**src/rtl/match_rom_id_sender_if.sv**
```systemverilog
// ============================================================================
// Module   : match_rom_id_sender_if
// Desc     : Handshake and 1-Wire bus signals of the Match-ROM ID sender.
// Revision : 1.0 - initial release
// ============================================================================
`default_nettype none

interface match_rom_id_sender_if #(
  parameter int N_BITS = 64
);
  logic              en_match_id;
  logic [N_BITS-1:0] rom_id;
  logic              bus;
  logic              master_pull_low;
  logic              busy;
  logic              done_sending_id;
  logic              crc_ok;
  logic              bus_err;

  modport master (
    output en_match_id, rom_id, bus,
    input  master_pull_low, busy, done_sending_id, crc_ok, bus_err
  );

  modport slave (
    input  en_match_id, rom_id, bus,
    output master_pull_low, busy, done_sending_id, crc_ok, bus_err
  );
endinterface

`default_nettype wire

```
**src/rtl/match_rom_id_sender.sv**
```systemverilog
// ============================================================================
// Module   : match_rom_id_sender
// Desc     : Serialises a 64-bit 1-Wire ROM ID LSB first with write-0/write-1
//            slots, checks its Dallas CRC8 and flags a stuck-low bus.
// Revision : 1.0 - initial release
// ============================================================================
`default_nettype none

module match_rom_id_sender #(
  parameter int T_SLOT = 60,
  parameter int T_LOW1 = 6,
  parameter int T_REC  = 11,
  parameter int N_BITS = 64
) (
  input  logic                  clk,
  input  logic                  rst_n,
  match_rom_id_sender_if.slave  ow
);

  localparam int c_bit_ticks = T_SLOT + T_REC;
  localparam int c_tick_w    = $clog2(c_bit_ticks);
  localparam int c_idx_w     = $clog2(N_BITS);

  typedef enum logic [2:0] {
    S_IDLE     = 3'd0,
    S_SLOT_LOW = 3'd1,
    S_SLOT_REL = 3'd2,
    S_RECOVER  = 3'd3,
    S_DONE     = 3'd4
  } state_t;

  state_t              state_q,    state_d;
  logic [N_BITS-1:0]   shift_q,    shift_d;
  logic [7:0]          crc_byte_q, crc_byte_d;
  logic [c_idx_w-1:0]  idx_q,      idx_d;
  logic [c_tick_w-1:0] tick_q,     tick_d;
  logic [7:0]          crc_q,      crc_d;
  logic                crc_ok_q,   crc_ok_d;
  logic                bus_err_q,  bus_err_d;
  logic                busy_q,     busy_d;
  logic                done_q,     done_d;

  logic                fb;
  logic [7:0]          crc_next;
  logic                active;

  // Reflected CRC8 step over the bit currently on the wire.
  always_comb begin
    fb       = crc_q[0] ^ shift_q[0];
    crc_next = {1'b0, crc_q[7:1]} ^ (fb ? 8'h8C : 8'h00);
    active   = (state_q == S_SLOT_LOW) || (state_q == S_SLOT_REL) ||
               (state_q == S_RECOVER);
  end

  // Next-state logic: slot sequencing, CRC accumulation, completion and abort.
  always_comb begin
    state_d    = state_q;
    shift_d    = shift_q;
    crc_byte_d = crc_byte_q;
    idx_d      = idx_q;
    tick_d     = tick_q;
    crc_d      = crc_q;
    crc_ok_d   = crc_ok_q;
    bus_err_d  = bus_err_q;
    busy_d     = busy_q;
    done_d     = 1'b0;

    case (state_q)
      S_IDLE: begin
        if (ow.en_match_id) begin
          shift_d    = ow.rom_id;
          crc_byte_d = ow.rom_id[N_BITS-1 -: 8];
          idx_d      = '0;
          tick_d     = '0;
          crc_d      = '0;
          crc_ok_d   = 1'b0;
          bus_err_d  = 1'b0;
          busy_d     = 1'b1;
          state_d    = S_SLOT_LOW;
        end
      end
      S_SLOT_LOW: begin
        tick_d = tick_q + 1'b1;
        // A write-1 releases early; a write-0 holds low for the whole slot.
        if (shift_q[0] && (tick_q == c_tick_w'(T_LOW1 - 1))) begin
          state_d = S_SLOT_REL;
        end else if (!shift_q[0] && (tick_q == c_tick_w'(T_SLOT - 1))) begin
          state_d = S_RECOVER;
        end
      end
      S_SLOT_REL: begin
        tick_d = tick_q + 1'b1;
        if (tick_q == c_tick_w'(T_SLOT - 1)) begin
          state_d = S_RECOVER;
        end
      end
      S_RECOVER: begin
        tick_d = tick_q + 1'b1;
        if (tick_q == c_tick_w'(c_bit_ticks - 1)) begin
          // The line must have recovered high by the end of the window.
          if (!ow.bus) begin
            bus_err_d = 1'b1;
          end
          if (idx_q < c_idx_w'(N_BITS - 8)) begin
            crc_d = crc_next;
          end
          if (idx_q == c_idx_w'(N_BITS - 1)) begin
            done_d   = 1'b1;
            crc_ok_d = (crc_q == crc_byte_q);
            busy_d   = 1'b0;
            state_d  = S_DONE;
          end else begin
            shift_d = shift_q >> 1;
            idx_d   = idx_q + 1'b1;
            tick_d  = '0;
            state_d = S_SLOT_LOW;
          end
        end
      end
      S_DONE: begin
        if (!ow.en_match_id) begin
          state_d = S_IDLE;
        end
      end
      default: state_d = S_IDLE;
    endcase

    // Dropping the enable mid-transfer aborts without a done pulse.
    if (active && !ow.en_match_id) begin
      state_d   = S_IDLE;
      busy_d    = 1'b0;
      crc_ok_d  = 1'b0;
      done_d    = 1'b0;
      bus_err_d = bus_err_q;
    end
  end

  // State and datapath registers with synchronous active-low reset.
  always_ff @(posedge clk) begin
    if (!rst_n) begin
      state_q    <= S_IDLE;
      shift_q    <= '0;
      crc_byte_q <= '0;
      idx_q      <= '0;
      tick_q     <= '0;
      crc_q      <= '0;
      crc_ok_q   <= 1'b0;
      bus_err_q  <= 1'b0;
      busy_q     <= 1'b0;
      done_q     <= 1'b0;
    end else begin
      state_q    <= state_d;
      shift_q    <= shift_d;
      crc_byte_q <= crc_byte_d;
      idx_q      <= idx_d;
      tick_q     <= tick_d;
      crc_q      <= crc_d;
      crc_ok_q   <= crc_ok_d;
      bus_err_q  <= bus_err_d;
      busy_q     <= busy_d;
      done_q     <= done_d;
    end
  end

  assign ow.master_pull_low = (state_q == S_SLOT_LOW);
  assign ow.busy            = busy_q;
  assign ow.done_sending_id = done_q;
  assign ow.crc_ok          = crc_ok_q;
  assign ow.bus_err         = bus_err_q;

endmodule

`default_nettype wire

```
**src/flat_wrapper.sv**
```systemverilog
// flat-port wrapper written by rule: the top's interface ports become plain ports
module match_rom_id_sender_flat 
#(
  parameter int T_SLOT = 60,
  parameter int T_LOW1 = 6,
  parameter int T_REC  = 11,
  parameter int N_BITS = 64
)
  (clk, rst_n, ow_en_match_id, ow_rom_id, ow_bus, ow_master_pull_low, ow_busy, ow_done_sending_id, ow_crc_ok, ow_bus_err);
  match_rom_id_sender_if #(.N_BITS(N_BITS)) ow_i ();
  input  logic clk;
  input  logic rst_n;
  input wire logic [$bits(ow_i.en_match_id)-1:0] ow_en_match_id;
  input wire logic [$bits(ow_i.rom_id)-1:0] ow_rom_id;
  input wire logic [$bits(ow_i.bus)-1:0] ow_bus;
  output wire logic [$bits(ow_i.master_pull_low)-1:0] ow_master_pull_low;
  output wire logic [$bits(ow_i.busy)-1:0] ow_busy;
  output wire logic [$bits(ow_i.done_sending_id)-1:0] ow_done_sending_id;
  output wire logic [$bits(ow_i.crc_ok)-1:0] ow_crc_ok;
  output wire logic [$bits(ow_i.bus_err)-1:0] ow_bus_err;
  assign ow_i.en_match_id = ow_en_match_id;
  assign ow_i.rom_id = ow_rom_id;
  assign ow_i.bus = ow_bus;
  assign ow_master_pull_low = ow_i.master_pull_low;
  assign ow_busy = ow_i.busy;
  assign ow_done_sending_id = ow_i.done_sending_id;
  assign ow_crc_ok = ow_i.crc_ok;
  assign ow_bus_err = ow_i.bus_err;
  match_rom_id_sender #(.T_SLOT(T_SLOT), .T_LOW1(T_LOW1), .T_REC(T_REC), .N_BITS(N_BITS)) u_core (.clk(clk), .rst_n(rst_n), .ow(ow_i));
endmodule
```
**config.mk**
```make
export PLATFORM = sky130hd
export DESIGN_NAME = match_rom_id_sender_flat
export DESIGN_NICKNAME = d
export VERILOG_FILES = /design/src/rtl/match_rom_id_sender_if.sv /design/src/rtl/match_rom_id_sender.sv /design/src/flat_wrapper.sv
export SDC_FILE = /design/constraint.sdc
export NUM_CORES = 1
export LEC_CHECK = 0
export CAP_MARGIN = 20
export CORE_MARGIN = 2
export CORE_UTILIZATION = 30
export CTS_CLUSTER_SIZE = 8
export DETAILED_ROUTE_END_ITERATION = 7
export HOLD_SLACK_MARGIN = 0.15
export PLACE_DENSITY = 0.5
export SLEW_MARGIN = 25
export SYNTH_ARGS = -nofsm -noshare
export SYNTH_HDL_FRONTEND = slang
export SYNTH_SLANG_ARGS = --single-unit
```
**constraint.sdc**
```tcl
create_clock -name clk -period 6.7 [get_ports clk]
set_input_delay 1.34 -clock clk [delete_from_list [all_inputs] [get_ports clk]]
set_output_delay 1.34 -clock clk [all_outputs]
set_load 0.03 [all_outputs]
```
# Yosys cells after proc, flatten, opt, wreduce, memory -nomap -nowiden
# Index checks and enable logic that the tools add are counted.
[classes]
add_sub_neg = 2
n_mul = 0
n_div = 0
order_cmp = 1
n_eq_ne = 18
shifts = 0
n_mux = 37
n_bitwise = 6
n_reduce_logical = 20
[op_table]
columns = ["op", "count"]
rows = [
  ["64-bit 2-to-1 mux", 3],
  ["64-bit one-hot mux with 2 select lines", 1],
  ["8-bit 2-to-1 mux", 4],
  ["3-bit 2-to-1 mux", 7],
  ["7-bit 2-to-1 mux", 3],
  ["7-bit one-hot mux with 3 select lines", 1],
  ["6-bit 2-to-1 mux", 3],
  ["2-bit inequality test (second input constant)", 8],
  ["8-bit one-hot mux with 2 select lines", 1],
  ["3-bit one-hot mux with 5 select lines", 1],
  ["6-bit one-hot mux with 2 select lines", 1],
  ["4-bit AND reduction", 3],
  ["5-bit AND reduction", 2],
  ["1-bit 2-to-1 mux", 9],
  ["8-bit equality test", 1],
  ["7-bit by 8-bit bitwise XOR with 8-bit output", 1],
  ["7-bit by 1-bit adder with 7-bit output (second input constant)", 1],
  ["7-bit by 3-bit equality test with 1-bit output (second input constant)", 1],
  ["7-bit by 6-bit equality test with 1-bit output (second input constant)", 1],
  ["7-bit equality test (second input constant)", 1],
  ["6-bit by 1-bit adder with 6-bit output (second input constant)", 1],
  ["3-bit by 2-bit equality test with 1-bit output (second input constant)", 2],
  ["6-bit equality test (second input constant)", 1],
  ["6-bit < comparator (second input constant)", 1],
  ["15 further kinds", 26],
]
[word_totals]
regBits = 100
latch_bits = 0
ram_bits = 0
romBits = 0
in_bits = 68
output_inout_bits = 5
wordCells = 94
memories = 0

# Depth between registers and ports, before layout
# Gate-level depths: netlist of run 1.
[logic_depth]
ltp_word = 6
ltp_mapped = 9
depth_no_buf = 7

# Least setup slack after synthesis of run 1
# Ideal clock, no wire load.
[synth_timing]
kind = "reg2out"
from = "register u_core.state_q[0]"
to = "output ow_master_pull_low"
t_arrival_ns = 1.443
t_required_ns = 5.360
path_slack_ns = 3.917
path_stages_with_launch = 4
path_buffers = 1
cell_sequence = "dfxtp_1 -> clkbuf_1 -> inv_1 -> nor3_1"
[synth_via]
elab_chain_len = 1
[synth_rtl]
columns = ["item", "line_no", "text"]
rows = [
  ["from (decl)", "match_rom_id_sender.sv:32", "state_t state_q, state_d;"],
  ["from (signal assigned)", "match_rom_id_sender.sv:152", "state_q <= state_d;"],
  ["3-bit by 1-bit equality test with 1-bit output", "match_rom_id_sender.sv:165", "assign ow.master_pull_low = (state_q == S_SLOT_LOW);"],
  ["to (decl)", "flat_wrapper.sv:16", "output wire logic [$bits(ow_i.master_pull_low)-1:0] ow_master_pull_low;"],
]
# No other way between the ends.

# Final worst setup path of run 1
[layout_timing]
from = "register u_core.state_q[2]"
to = "output ow_master_pull_low"
# The elaborated chain is that of the path after synthesis.

==> flow_summary.rst, run 1 <==
.. list-table::
   :header-rows: 1

   * - Metric
     - Value
   * - Biggest area contributors in the synthesized netlist
     - sky130_fd_sc_hd__dfxtp_1 40%, sky130_fd_sc_hd__mux2_2 14%, sky130_fd_sc_hd__o211ai_1 9.4%
   * - DRC violations left
     - 0
   * - Max Transition Viols Final
     - 0
   * - Initial antenna violation count
     - 0
   * - Xor/xnor cell area share of the yosys netlist
     - 3.13%
   * - Starting DRC count in detailed routing
     - approximately 240
   * - Status
     - finished, final reports clean
   * - LEAKAGE
     - 0.00216 µW
   * - Transition time at the pin with the least slew margin
     - 0.930 ns
   * - List of cells traversed by the critical path
     - buf_4, nor3_1, clkdlybuf4s50_1
   * - Final nets
     - 677
   * - Normalized max-slew margin
     - between 30% and 40%
   * - All-layer global routing usage
     - 14.4%
   * - Post-CTS repair timing setup buffer count
     - 0
   * - Synthesis warning total
     - 0
   * - DP HPWL
     - 7.65 mm
   * - Detailed-route vias per instance
     - 5.07
   * - Most common cell in the netlist
     - sky130_fd_sc_hd__dfxtp_1
   * - Portion of netlist area occupied by mux cells
     - roughly 14%
   * - Area share of and/or/nand/nor cells after synthesis
     - 14.8%
   * - Average cell area after synthesis
     - 8.85 µm²
   * - Classification of the worst setup path
     - reg2out
   * - Horizontal die dimension
     - roughly 130 µm
   * - Seq cells post-synth
     - 100
   * - Routed len/inst
     - 14.9 µm
   * - Die outline area
     - ~18,000 µm²
   * - Setup repair after global routing missed its margin
     - false
   * - Count of TritonRoute iterations in the first routing pass
     - 4
   * - Number of gates resized after cts
     - 0
   * - VDD IR-drop max
     - 0.171 mV
   * - Family of cells with the greatest summed delay on the critical path
     - buffers and inverters
   * - Critical path startpoint
     - u_core.state_q[2]
   * - Share of async-settable or async-resettable flops after synthesis
     - 0%
   * - Flop2flop setup slack
     - 3.61 ns
   * - Stages on the worst setup path
     - 3
   * - Total negative slack for setup checks
     - 0 ns
   * - Pin count of the biggest net entering global routing
     - 89
   * - Peak clock frequency supported by timing
     - around 280 MHz
   * - Residual overflow from global routing
     - 0
   * - Floorplan row count
     - 47
   * - Source-to-sink clock delay at the later pin of the worst-skew pair
     - 0.36 ns
   * - Arithmetic-cell share of the synthesized area counting full adders, half adders and majority gates
     - 0.993%
   * - Startpoint class of the critical path
     - register
   * - DP Area
     - 5860 µm²
   * - Cts bufs inserted
     - 9
   * - Post-route clock period utilization
     - a little over half
   * - Worst setup EP type
     - primary output
   * - Endpoint required time on the critical path
     - 5.36 ns
   * - Crit path capture
     - ow_master_pull_low
   * - Placeable core region
     - about 17,000 µm²
   * - GP Congestion
     - 0.768
   * - Depth of the CTS H-tree
     - 3
   * - Number of global-route vias before repair
     - roughly 4,200
   * - Number of diodes added for antenna fixing
     - 0
   * - Number of enable flip-flop cells after synthesis
     - 0
   * - Clock-pin slew of the registers on the worst-case setup and hold paths
     - around 0.07 ns
   * - Complex-gate fraction of the synthesized area
     - about 22%
   * - Clock Sink Count
     - 100
   * - Post-synthesis sequential area ratio
     - about two fifths
   * - Number of I/O port buffers
     - about 70
   * - Gate Count Post-Synth
     - 570
   * - Cell count of the worst reg-to-reg path
     - 7
   * - Syn_nets
     - between 600 and 700
   * - Starting utilization of the core area
     - 30.5%
   * - Signal arrival time at the worst endpoint
     - 2.22 ns
   * - TritonCTS clock tree
     - done
   * - Final hold violation count
     - 0
   * - Number of nets with antenna violations after detailed routing
     - 0
   * - Most used standard cells in the synthesized netlist
     - 100 x sky130_fd_sc_hd__dfxtp_1, 97 x sky130_fd_sc_hd__nand2_1, 64 x sky130_fd_sc_hd__mux2_2, 63 x sky130_fd_sc_hd__o211ai_1, 54 x sky130_fd_sc_hd__o21ai_0
   * - Library cell used as clock root buffer
     - sky130_fd_sc_hd__clkbuf_16
   * - Main combinational cell family by area after synthesis
     - compound AO/OA/AOI/OAI gates
   * - Synth Flop Type
     - sky130_fd_sc_hd__dfxtp_1
   * - Final critical-path required period
     - 3.56 ns
   * - Area grow syn2layout
     - 22.2%
   * - Wirelength, routed
     - 12.3 mm
   * - Reg2Reg Launch Point
     - u_core.state_q[2]
   * - Fin area
     - a little over 6000 µm²
   * - Num ports
     - 73
   * - Wire length of the first global-routing pass
     - 20.8 mm
   * - Worst min-delay path class
     - reg2reg
   * - Worst-case clock skew
     - 0.00835 ns
   * - Netlist cell types
     - 53
   * - Max-Cap Viols
     - 0
   * - Reg-to-Reg End
     - u_core.crc_q[0]
   * - Top cell type's share of synthesized area
     - about two fifths
   * - Area of the mapped netlist
     - just over 5000 µm²
   * - Buffer and inverter count on the worst path
     - 2
   * - Clock buffer depth
     - 2
   * - Hold path cells
     - 2
   * - Count of endpoints failing setup in the final report
     - 0
   * - Number of hold buffers added after CTS
     - 0
   * - Cell type with the highest aggregate area in the netlist
     - sky130_fd_sc_hd__dfxtp_1
   * - PwrDens
     - 288 nW/µm²
   * - Die H
     - between 100 and 150 µm
   * - Delay of the slowest critical-path stage
     - 0.68 ns
   * - Worst path slowest cell
     - sky130_fd_sc_hd__buf_4
   * - Fraction of final layout cells with drive strength greater than 1
     - 16.4%
   * - Total via count after detailed routing
     - 4,212
   * - Maximum fanout along the worst path
     - between 80 and 90
-- worst min-delay path by stage --
stage	end	from	slack, ns
after floorplan	u_core.shift_q[34]	u_core.shift_q[34]	0.45
after global placement	u_core.shift_q[45]	u_core.shift_q[45]	0.46
after detailed placement	u_core.shift_q[46]	u_core.shift_q[46]	0.47
after CTS	u_core.shift_q[46]	u_core.shift_q[46]	0.48
after global routing	u_core.ow.crc_ok	u_core.ow.crc_ok	0.50
final	u_core.shift_q[40]	u_core.shift_q[40]	0.48
-- cell type report --
class,count,area (µm²)
tap,220,275
sequential,100,2000
timing repair buffer,76,748
clock buffer,9,225
clock inverter,7,75.1
multi-input combinational,415,2820
inverter,3,11.3
fill,1644,10400
-- worst register-to-register path, cell delays in order, from the launching register on --
cell and delay, ns:
sky130_fd_sc_hd__dfxtp_2 0.31, sky130_fd_sc_hd__buf_4 0.68, sky130_fd_sc_hd__nand3b_1 0.31, sky130_fd_sc_hd__buf_4 0.72, sky130_fd_sc_hd__nor3_4 0.13, sky130_fd_sc_hd__a21oi_1 0.53, sky130_fd_sc_hd__nand2_1 0.13, sky130_fd_sc_hd__a21boi_0 0.20
-- per-layer routing --
layer	share of wire (%)	track usage, %
met2	47	22.9
met1	48	18.8
met3	3.8	3.54
met5	0	0
met4	2.0	5.50
-- registers in the layout, summed over array words and instances (netlist names), 3 cells and up --
signal,cells
u_core.crc_q,8
u_core.idx_q,6
u_core.crc_byte_q,8
u_core.state_q,3
u_core.shift_q,64
u_core.tick_q,7
-- placed cells by master (no fill, tap or decap), types with 2 or more instances in the layout --
| cell | instances |
|---|---|
| sky130_fd_sc_hd__a211oi_1 | 2 |
| sky130_fd_sc_hd__a21boi_0 | 16 |
| sky130_fd_sc_hd__a21oi_1 | 9 |
| sky130_fd_sc_hd__and2_1 | 2 |
| sky130_fd_sc_hd__and3_1 | 2 |
| sky130_fd_sc_hd__buf_4 | 5 |
| sky130_fd_sc_hd__clkbuf_16 | 9 |
| sky130_fd_sc_hd__clkdlybuf4s50_1 | 71 |
| sky130_fd_sc_hd__clkinv_2 | 2 |
| sky130_fd_sc_hd__clkinvlp_4 | 2 |
| sky130_fd_sc_hd__dfxtp_1 | 99 |
| sky130_fd_sc_hd__ha_1 | 4 |
| sky130_fd_sc_hd__inv_1 | 3 |
| sky130_fd_sc_hd__mux2_2 | 64 |
| sky130_fd_sc_hd__nand2_1 | 97 |
| sky130_fd_sc_hd__nand3_1 | 11 |
| sky130_fd_sc_hd__nand4_1 | 6 |
| sky130_fd_sc_hd__nor2_1 | 19 |
| sky130_fd_sc_hd__nor3_1 | 3 |
| sky130_fd_sc_hd__nor3_4 | 2 |
| sky130_fd_sc_hd__nor4b_1 | 2 |
| sky130_fd_sc_hd__o211ai_1 | 63 |
| sky130_fd_sc_hd__o21ai_0 | 54 |
| sky130_fd_sc_hd__o21ai_1 | 11 |
| sky130_fd_sc_hd__o31ai_1 | 2 |
| sky130_fd_sc_hd__or3_1 | 2 |
| sky130_fd_sc_hd__or4b_2 | 2 |
| sky130_fd_sc_hd__xnor2_1 | 15 |
| sky130_fd_sc_hd__xor2_1 | 3 |
-- power by group --
part           switching (µW)  total [µW]  internal [µW]
logic                     281         480            199
registers                65.5         758            693
clock network             244         537            292
-- per-stage QoR --
step	utilization (%)	total power (µW)	setup slack (ns)	hold WS, ns	instances
after detailed placement	35.5	1250	2.99	0.470	814
after CTS	37.3	1800	3.10	0.479	830
after floorplan	-	1110	3.92	0.455	570
final	37.3	1780	3.14	0.481	830
after global placement	35.5	1240	3.10	0.462	814
after global routing	37.3	1890	2.97	0.497	830
-- cells by family (layout without fill, tap and decap cells) --
group                      Yosys count  count (layout)
AOI/OAI and AO/OA                  169             169
xor gates and xnor gates            18              18
adders and majority gates            4               4
buffers and inverters               55              95
DFF                                100             100
muxes                               65              65
and+or+nand+nor                    159             159
Power figures use the tool's default switching activity.
==> run 2: changes to the inputs <==
clock period = 3.3 ns   (was 6.7 ns; I/O delays follow)
==> flow_summary.rst, run 2 (same netlist as run 1, synthesis figures left out) <==
.. list-table::
   :header-rows: 1

   * - Metric
     - Value
   * - Source-to-sink clock delay at the later pin of the worst-skew pair
     - 0.35 ns
   * - TritonCTS clock tree
     - done
   * - Most frequent cells in the layout
     - 99 x sky130_fd_sc_hd__dfxtp_1, 97 x sky130_fd_sc_hd__nand2_1, 71 x sky130_fd_sc_hd__clkdlybuf4s50_1
   * - Status
     - finished, final reports clean
   * - Register containing the most flip-flops in the final layout
     - u_core.shift_q
   * - Initial antenna violation count
     - 0
   * - Peak clock frequency supported by timing
     - between 300 and 400 MHz
   * - Area grow syn2layout
     - 23.0%
   * - Startpoint class of the critical path
     - register
   * - Classification of the worst setup path
     - reg2out
   * - Registers with the most flip-flops
     - u_core.shift_q: 64 flops, u_core.crc_byte_q: 8 flops, u_core.crc_q: 8 flops
   * - Wire length of the first global-routing pass
     - 20.3 mm
   * - Total via count after detailed routing
     - 4,189
   * - Post-CTS repair timing setup buffer count
     - 0
   * - Number of global-route vias before repair
     - 3,961
   * - Stages on the worst setup path
     - 3
   * - GP Congestion
     - 0.752
   * - Final nets
     - approximately 680
   * - Worst setup EP type
     - primary output
   * - Number of fillers in the final layout
     - around 1,700
   * - Count of TritonRoute iterations in the first routing pass
     - 4
   * - VDD IR-drop max
     - 0.338 mV
   * - Endpoint required time on the critical path
     - approximately 2.6 ns
   * - PwrDens
     - 577 nW/µm²
   * - Number of hold buffers added after CTS
     - 0
   * - LEAKAGE
     - 0.00219 µW
   * - Placeable core region
     - 16,500 µm²
   * - Transition time at the pin with the least slew margin
     - 0.663 ns
   * - Fraction of final layout cells with drive strength greater than 1
     - 17.0%
   * - All-layer global routing usage
     - 14.1%
   * - Starting DRC count in detailed routing
     - 196
   * - Normalized max-slew margin
     - between 50% and 60%
   * - Worst-case clock skew
     - 0.00645 ns
   * - Buffer and inverter count on the worst path
     - 2
   * - Delay of the slowest critical-path stage
     - between 0.7 and 0.8 ns
   * - Die outline area
     - roughly 18,000 µm²
   * - Library cell used as clock root buffer
     - sky130_fd_sc_hd__clkbuf_16
   * - Residual overflow from global routing
     - 0
   * - Number of diodes added for antenna fixing
     - 0
   * - Detailed-route vias per instance
     - roughly 5.0
   * - Signal arrival time at the worst endpoint
     - 2.11 ns
   * - Pin count of the biggest net entering global routing
     - 64
   * - Max FFs per register
     - 64
   * - Die H
     - 134 µm
   * - Wirelength, routed
     - ~12 mm
   * - Total negative slack for setup checks
     - 0 ns
   * - DP HPWL
     - 7.80 mm
   * - Layout Cells excl Fill
     - approximately 840
   * - Final critical-path required period
     - 2.77 ns
   * - Hold path cells
     - 2
   * - Number of gates resized after cts
     - 0
   * - Routed len/inst
     - 14.4 µm
   * - Final hold violation count
     - 0
   * - Max Transition Viols Final
     - 0
   * - Setup repair after global routing missed its margin
     - false
   * - Horizontal die dimension
     - 134 µm
   * - Cts bufs inserted
     - 9
   * - Maximum fanout along the worst path
     - 10
   * - List of cells traversed by the critical path
     - inv_1, nor3_1, clkdlybuf4s50_1
   * - Clock Sink Count
     - 100
   * - Family of cells with the greatest summed delay on the critical path
     - buffers and inverters
   * - Worst path slowest cell
     - sky130_fd_sc_hd__clkdlybuf4s50_1
   * - Count of endpoints failing setup in the final report
     - 0
   * - Cell count of the worst reg-to-reg path
     - 6
   * - Starting utilization of the core area
     - between 30% and 40%
   * - Number of I/O port buffers
     - between 70 and 80
   * - Post-route clock period utilization
     - between 80% and 90%
   * - Num ports
     - 73
   * - Placed Cells
     - between 800 and 900
   * - Number of nets with antenna violations after detailed routing
     - 0
   * - DRC violations left
     - 0
   * - Most common library cell in the layout ignoring fill and taps
     - sky130_fd_sc_hd__dfxtp_1
   * - Max-Cap Viols
     - 0
   * - Floorplan row count
     - 47
   * - Worst min-delay path class
     - reg2reg
   * - Clock-pin slew of the registers on the worst-case setup and hold paths
     - ~0.07 ns
   * - Depth of the CTS H-tree
     - 3
   * - Clock buffer depth
     - 2
-- run 2: cell types whose count changed in the layout (fill, tap and decap cells not counted) --
cell	before	now
sky130_fd_sc_hd__clkinv_2	2	1
sky130_fd_sc_hd__clkbuf_8	0	4
sky130_fd_sc_hd__clkbuf_1	0	1
sky130_fd_sc_hd__buf_4	5	12
sky130_fd_sc_hd__clkinvlp_4	2	0
sky130_fd_sc_hd__inv_8	1	0
sky130_fd_sc_hd__inv_6	1	0
sky130_fd_sc_hd__bufinv_16	1	0
-- run 2: area by class of cell --
cell class	count	area, µm²	area share (%)
Tap cell	220	275	4.44
Timing Repair Buffer	83	801	12.9
Inverter	3	11.3	0.182
Multi-Input combinational cell	415	2820	45.5
Clock buffer	14	284	4.58
Sequential cell	100	2000	32.3
Clock inverter	1	5.00	0.0807
-- run 2: final timing paths --
kind                                        start                 end  slack [ns]
worst max register to register   u_core.tick_q[2]     u_core.idx_q[5]        0.84
worst min register to register  u_core.ow.bus_err   u_core.ow.bus_err        0.47
worst min-delay path            u_core.ow.bus_err   u_core.ow.bus_err        0.47
worst max-delay path            u_core.state_q[0]  ow_master_pull_low        0.53
-- run 2: worst reg2reg max path: stages (launching register included) --
cell and delay, ns:
sky130_fd_sc_hd__dfxtp_1 0.42, sky130_fd_sc_hd__or4b_1 0.65, sky130_fd_sc_hd__nor3_4 0.31, sky130_fd_sc_hd__a21oi_4 0.08, sky130_fd_sc_hd__buf_4 0.27, sky130_fd_sc_hd__or4_1 0.52
sky130_fd_sc_hd__a21oi_1 0.14
-- run 2: per-layer routing --
| metal | vias to the layer above | global-route usage, % | part of all wire, % |
|---|---|---|---|
| li1 | 2137 | - | - |
| met1 | 1974 | 19.5 | 49 |
| met2 | 66 | 21.7 | 46 |
| met3 | 12 | 2.05 | 3.0 |
| met4 | 0 | 6.21 | 1.8 |
| met5 | - | 0 | 0 |
-- run 2: through the flow --
step / power, µW / hold WS, ns / util, % / setup WS, ns / area [µm²]
after floorplan: 2260 / 0.455 / - / 1.00 / 5040
after global placement: 2550 / 0.451 / 35.8 / 0.335 / 5910
after detailed placement: 2580 / 0.458 / 35.8 / 0.229 / 5910
after CTS: 3640 / 0.475 / 37.5 / 0.539 / 6200
after global routing: 3820 / 0.500 / 37.5 / 0.444 / 6200
final: 3580 / 0.472 / 37.5 / 0.529 / 6200
-- run 2: where the power goes --
part	internal, µW	switching (µW)	total [µW]	leakage (µW)
clock	589	448	1040	0.000145
sequential	1410	133	1540	0.000818
combinational	422	578	1000	0.00123
total	2420	1160	3580	0.00219
